`config.mk`:
```
export PLATFORM = sky130hd
export DESIGN_NAME = series_rom_sequencer
export DESIGN_NICKNAME = d
export VERILOG_FILES = /design/src/rtl/series_rom_sequencer.sv
export SDC_FILE = /design/constraint.sdc
export NUM_CORES = 1
export LEC_CHECK = 0
export CORE_ASPECT_RATIO = 1.75
export CORE_MARGIN = 5
export CORE_UTILIZATION = 30
export DETAILED_ROUTE_END_ITERATION = 8
export PLACE_DENSITY_LB_ADDON = 0.15
export SYNTH_ARGS = -nofsm -noshare
export SYNTH_HDL_FRONTEND = slang
export SYNTH_SLANG_ARGS = --single-unit
```
`constraint.sdc`:
```
create_clock -name clk -period 6.8 [get_ports clk]
set_input_delay 2.04 -clock clk [delete_from_list [all_inputs] [get_ports clk]]
set_output_delay 2.04 -clock clk [all_outputs]
set_load 0.01 [all_outputs]
```
`src/rtl/series_rom_sequencer.sv`:
```
// Horner-rule polynomial evaluator that steps a combinational coefficient ROM.
// Optional build macro SERIES_SAT_EN: saturating reductions plus a sticky ovf output.
module series_rom_sequencer #(
  parameter int WIDTH   = 16,
  parameter int FRAC    = 10,
  parameter int N_TERMS = 7,
  parameter int ADDR_W  = 3
) (
  input  logic              clk,
  input  logic              rst,
  input  logic              start,
  input  logic [WIDTH-1:0]  x,
  output logic [ADDR_W-1:0] rom_addr,
  input  logic [WIDTH-1:0]  rom_data,
  output logic              busy,
  output logic              done,
  output logic [WIDTH-1:0]  result
`ifdef SERIES_SAT_EN
  ,
  output logic              ovf
`endif
);

  localparam int PW = 2 * WIDTH;
  localparam logic [ADDR_W-1:0] LAST_ADDR = ADDR_W'(N_TERMS - 1);

  typedef enum logic [1:0] {
    IDLE = 2'd0,
    ITER = 2'd1,
    DONE = 2'd2
  } state_t;

  state_t state, state_nxt;

  logic signed [WIDTH-1:0] acc;
  logic signed [WIDTH-1:0] x_q;
  logic signed [WIDTH-1:0] term;
  logic signed [WIDTH-1:0] sum;

`ifdef SERIES_SAT_EN
  localparam logic signed [WIDTH-1:0] SAT_MAX = {1'b0, {(WIDTH-1){1'b1}}};
  localparam logic signed [WIDTH-1:0] SAT_MIN = {1'b1, {(WIDTH-1){1'b0}}};

  logic signed [PW-1:0]  shifted;
  logic signed [WIDTH:0] sum_wide;
  logic                  term_ovf;
  logic                  sum_ovf;

  // A reduction overflows when the bits above the kept field are not a pure sign extension.
  always_comb begin
    shifted  = (PW'(acc) * PW'(x_q)) >>> FRAC;
    term_ovf = (|shifted[PW-1:WIDTH-1]) && !(&shifted[PW-1:WIDTH-1]);
    term     = term_ovf ? (shifted[PW-1] ? SAT_MIN : SAT_MAX) : shifted[WIDTH-1:0];
    sum_wide = (WIDTH+1)'(term) + (WIDTH+1)'($signed(rom_data));
    sum_ovf  = sum_wide[WIDTH] != sum_wide[WIDTH-1];
    sum      = sum_ovf ? (sum_wide[WIDTH] ? SAT_MIN : SAT_MAX) : sum_wide[WIDTH-1:0];
  end
`else
  // Operands are widened before multiplying so the full product survives the shift.
  always_comb begin
    term = WIDTH'((PW'(acc) * PW'(x_q)) >>> FRAC);
    sum  = term + $signed(rom_data);
  end
`endif

  // NOTE: sequential state uses non-blocking assignments so every register sees pre-edge values.
  always_ff @(posedge clk or posedge rst) begin
    if (rst) state <= IDLE;
    else     state <= state_nxt;
  end

  // NOTE: the default assignment first keeps this block free of inferred latches.
  always_comb begin
    state_nxt = state;
    case (state)
      IDLE:    if (start) state_nxt = ITER;
      ITER:    if (rom_addr == '0) state_nxt = DONE;
      DONE:    state_nxt = IDLE;
      default: state_nxt = IDLE;
    endcase
  end

  always_ff @(posedge clk or posedge rst) begin
    if (rst) begin
      acc      <= '0;
      x_q      <= '0;
      rom_addr <= '0;
      result   <= '0;
`ifdef SERIES_SAT_EN
      ovf      <= 1'b0;
`endif
    end else begin
      case (state)
        IDLE: begin
          if (start) begin
            x_q      <= x;
            acc      <= '0;
            rom_addr <= LAST_ADDR;
`ifdef SERIES_SAT_EN
            ovf      <= 1'b0;
`endif
          end
        end
        ITER: begin
          acc <= sum;
`ifdef SERIES_SAT_EN
          ovf <= ovf | term_ovf | sum_ovf;
`endif
          if (rom_addr == '0) result   <= sum;
          else                rom_addr <= rom_addr - 1'b1;
        end
        DONE: rom_addr <= '0;
        default: ;
      endcase
    end
  end

  assign busy = (state == ITER) || (state == DONE);
  assign done = (state == DONE);

endmodule

```
* After elaboration in Yosys (flattened, before gate mapping)
Cells that the tools add are included.
** Storage, ports and cells
- Flip-flop bits (word level) :: 53
- Input port bits :: 35
- Word-level logic and storage cells :: 31
** Cells by class
- Equal/unequal tests :: 5
- $add $sub $neg :: 2
- Multiply operators :: 1
- Reductions and logical operators :: 10
- Multiplexer cells :: 8
** Operators with widths (count)
- case mux 16 bit (2 select lines) :: 1
- multiplier 16 x 16 -> 26 bit :: 1
- adder 16 bit :: 1
- 2-to-1 mux 16 bit :: 1
- case mux 3 bit (3 select lines) :: 1
- AND reduction 2 bit :: 4
- 2-to-1 mux 3 bit :: 2
- != test 2 bit (second input constant) :: 3
- 2-to-1 mux 2 bit :: 2
- case mux 2 bit (2 select lines) :: 1
- zero test 3 bit :: 1
- AND reduction 3 bit :: 1
- nonzero test 3 bit :: 1
- subtractor 3 x 1 -> 3 bit (second input constant) :: 1
- equality test 2 x 1 -> 1 bit (second input constant) :: 1
- equality test 2 bit (second input constant) :: 1
- zero test 2 bit :: 1
- nonzero test 2 bit :: 1
- logical OR 1 bit :: 1

* Depth between registers and ports, before layout
- Word-level depth :: 3
- Gate-level depth with buffers :: 32
- Gate-level depth less buffers :: 31

* Least setup slack after synthesis
Ideal clock, no wire load.
- Path kind :: reg-to-reg
- From :: reg x_q[1]
- To :: reg result[15]
- Slack :: -460 ps
- Arrival time :: 7127 ps
- Path buffers :: 1
- Cell stages (with the launch flop) :: 30
- Required time :: 6668 ps
- Cells stage by stage :: dfrtp_1 > clkbuf_1 > nand2_1 > fa_1 > fa_1 > fa_1 > inv_1 > fa_1 > fa_1 > inv_1 > fa_1 > inv_1 > ha_1 > a21o_1 > a21oi_1 > o21ai_1 > and2_1 > o21a_1 > or2_1 > a21oi_2 > xnor2_1 > ha_1 > a21o_1 > a21oi_1 > o21ai_0 > o31ai_1 > o21ai_0 > a31o_2 > xnor2_1 > o21ai_1
** Between the ends
- Word-level cells in the longest chain between the ends :: 2
** RTL lines
- start, declared :: line 36 : logic signed [WIDTH-1:0] x_q;
- start signal, assigned :: line 86 : x_q <= '0;
- start signal, assigned :: line 96 : x_q <= x;
- multiplier 16 x 16 -> 26 bit :: line 61 : term = WIDTH'((PW'(acc) * PW'(x_q)) >>> FRAC);
- adder 16 bit :: line 62 : sum = term + $signed(rom_data);
- end signal, assigned :: line 109 : if (rom_addr == '0) result <= sum;
- end, declared :: line 17 : output logic [WIDTH-1:0] result
No other way between the ends.
A chain may end at the register's enable or synchronous reset.

* Final worst setup path
- From :: reg acc[5]
- To :: reg result[15]
** Between the ends
- Word-level cells in the longest chain between the ends :: 2
** RTL lines
- start, declared :: line 35 : logic signed [WIDTH-1:0] acc;
- start signal, assigned :: line 105 : acc <= sum;
- multiplier 16 x 16 -> 26 bit :: line 61
- adder 16 bit :: line 62
No other way between the ends.

==> impl_metrics.toml <==
[placed_design]
gp_congestion = 0.8572
port_buffers = 55
dpl.hpwl_microns = 28260
post-place-ws_ns = -0.7758

[drt]
via_count = 8380
drcViolationCount = 0
avgRoutedWirePerCell_microns = 17.89
drt-initial-drc-count = 221
drt_wl_total_microns = 32980
routed-wl-met2_microns = 20150
met1Wirelength_microns = 10270
avgViaCountPerCell = 4.544
dr_wl_met3_microns = 480
top_layer = "met4"
ant_nets = 0
drtPass1Iterations = 4

[setup_path]
required_ns = 6.95
cpMostUsedCell = "fa_1"
endpoint_kind = "register"
slowest_delay_ns = 0.54
crit_arrival_ns = 7.26
crit_type = "reg -> reg"
start_kind = "register"
crit_slowest_cell = "fa_1"
crit_fanout = 6

[floorplanning]
core_area_sq_um = 35300
die-height_microns = 260.3
die_w_microns = 153.0
rows = 91
ios = 56
die_area_sq_um = 39820
initial_utilization = 0.3042

[synthesis]
synth.top_cell.area_share = 0.3897
synthTopCellsByArea = "fa_1 39%, dfrtp_1 12%, ha_1 11%, inv_1 9.5%, and2_1 6.3%"
yosysTopAreaCell = "fa_1"
ys_seq_area_frac = 0.1235
async_reset_ff_frac = 1.000
synth_enable_flop_cells = 0
syn_area_sq_um = 10740
syn_nets = 1507
synthFlopType = "dfrtp_1"
syn_avg_cell_area_sq_um = 9.184
synth_cell_types = 45
postSynthCellCount = 1169
ys_ff_latch = 53
yosys_warnings = 0

[clock_tree]
cts_buffer_depth = 2
cts_tree = "built"
root_buffer = "clkbuf_16"
path_clk_slew_ns = 0.08
htreeDepth = 2
cts_buffers = 5
worstSkewPairLatency_ns = 0.30
holdBufCountCts = 0
cts.sinks = 53

[global_routing]
grt_pass1_vias = 9524
grt_pass1_wl_microns = 51810
grt_use_total = 0.1695
grt_antenna_before_repair = 0
grt_max_degree = 54
grt.overflow.total = 0

[layout]
postLayoutCoreUtil = 0.3953
final_cell_mix = "263 x inv_1, 202 x fa_1, 167 x buf_4"
n_fill_cell = 3651
area_delta_synth_final_pct = 29.95
drive_above_1_share = 0.2277
finish.net_count = 1716
diodes = 0
final_common_cell = "inv_1"

[sta]
setup_violations = 13
max_freq_mhz = 140.7
max-slew-margin-rel = 0.3206
rsz0062_at_grt = "true"
hold_viol_final = 0
skew_ns = 0.004612
tightest_slew_ns = 1.017
drv_slew = 0
finalCritPeriodShare = 1.045
period_minus_slack_ns = 7.106
layout_setup_ws_ns = -0.3061

[worst_hold_path]
hold_path_class = "reg -> reg"

[job]
drv_cap = 0

[run_status]
status = "finished, violations left"
failed_checks = "negative setup slack"
-- Yosys cell counts, drive strengths merged, types with 2 or more instances --
library cell  number
inv              273
fa               209
nand2            164
and2             108
ha                94
dfrtp             53
o21ai             46
clkbuf            41
xnor2             32
nor2              25
a21oi             17
mux2              17
xor2              13
nand2b            12
a21o               7
o21a               7
nand3              6
a211oi             4
nor2b              4
nor3               4
nand4              3
o2111ai            3
o31ai              3
a2111o             2
nor3b              2
nor4b              2
or3                2
or4                2
-- cells by family after synthesis --
kind of cell / Yosys count / share of synthesized area
mux: 18 / 0.01876
simple gates: 336 / 0.1517
fa+ha+maj: 303 / 0.4992
buf+inv: 315 / 0.1101
compound gates: 99 / 0.05990
flops: 53 / 0.1235
xor+xnor: 45 / 0.03671
-- registers in the layout (all words and copies together) (netlist names) --
signal	cells
result	16
state	2
acc	16
rom_addr	3
x_q	16
-- repair_timing --
item	CTS	global route
buffers inserted	32	14
pin swaps	34	40
hold endpoints to repair	0	0
setup endpoints to repair	19	22
resized for setup	66	60
-- path summary, 6_finish.rpt --
path	startpoint	end	slack [ns]	depth (start not counted)
worst max-delay path	acc[5]	result[15]	-0.31	30
worst min-delay path	result[8]	result[8]	0.49	2
worst max register to register	acc[5]	result[15]	-0.31	30
worst min register to register	result[8]	result[8]	0.49	2
max in group asynchronous	rst	x_q[6]	3.97	3
min in group asynchronous	rst	result[2]	2.26	3
-- final cells by class --
class,count,area [sq um],area share
well taps,465,581.8,0.04170
clock buffers,6,138.9,0.009954
multi-input cells,801,8708,0.6242
inverters,273,1025,0.07345
clock inverters,2,17.52,0.001255
repair buffers,244,2140,0.1533
flip-flops and latches,53,1341,0.09614
-- routing by layer --
layer / up-vias / GRT usage
li1: 3890 / -
met1: 4292 / 0.1592
met2: 119 / 0.3555
met3: 79 / 0.009457
met4: 0 / 0.09215
met5: - / 0
-- metrics by stage --
step | setup TNS [ns] | instance area, sq um | hold WS, ns | cells
after floorplan | 0 | 10870 | 0.5142 | 1169
after global placement | -7.285 | 12990 | 0.4702 | 1793
after detailed placement | -7.875 | 12990 | 0.4711 | 1793
after CTS | -2.693 | 13610 | 0.4894 | 1830
after global routing | -7.009 | 13950 | 0.5051 | 1844
final | -2.697 | 13950 | 0.4856 | 1844
-- worst max-delay path, delay by kind of cell, from the launching register on --
kind,cells,cell delay [ns]
fa+ha+maj,8,3.49
compound gates,8,1.39
buf+inv,8,0.86
flops,1,0.48
simple gates,4,0.45
xor+xnor,2,0.31
Power is left out: the tool's default activity adds up to more than one toggle a clock period on the data nets, which glitch-free logic cannot reach.
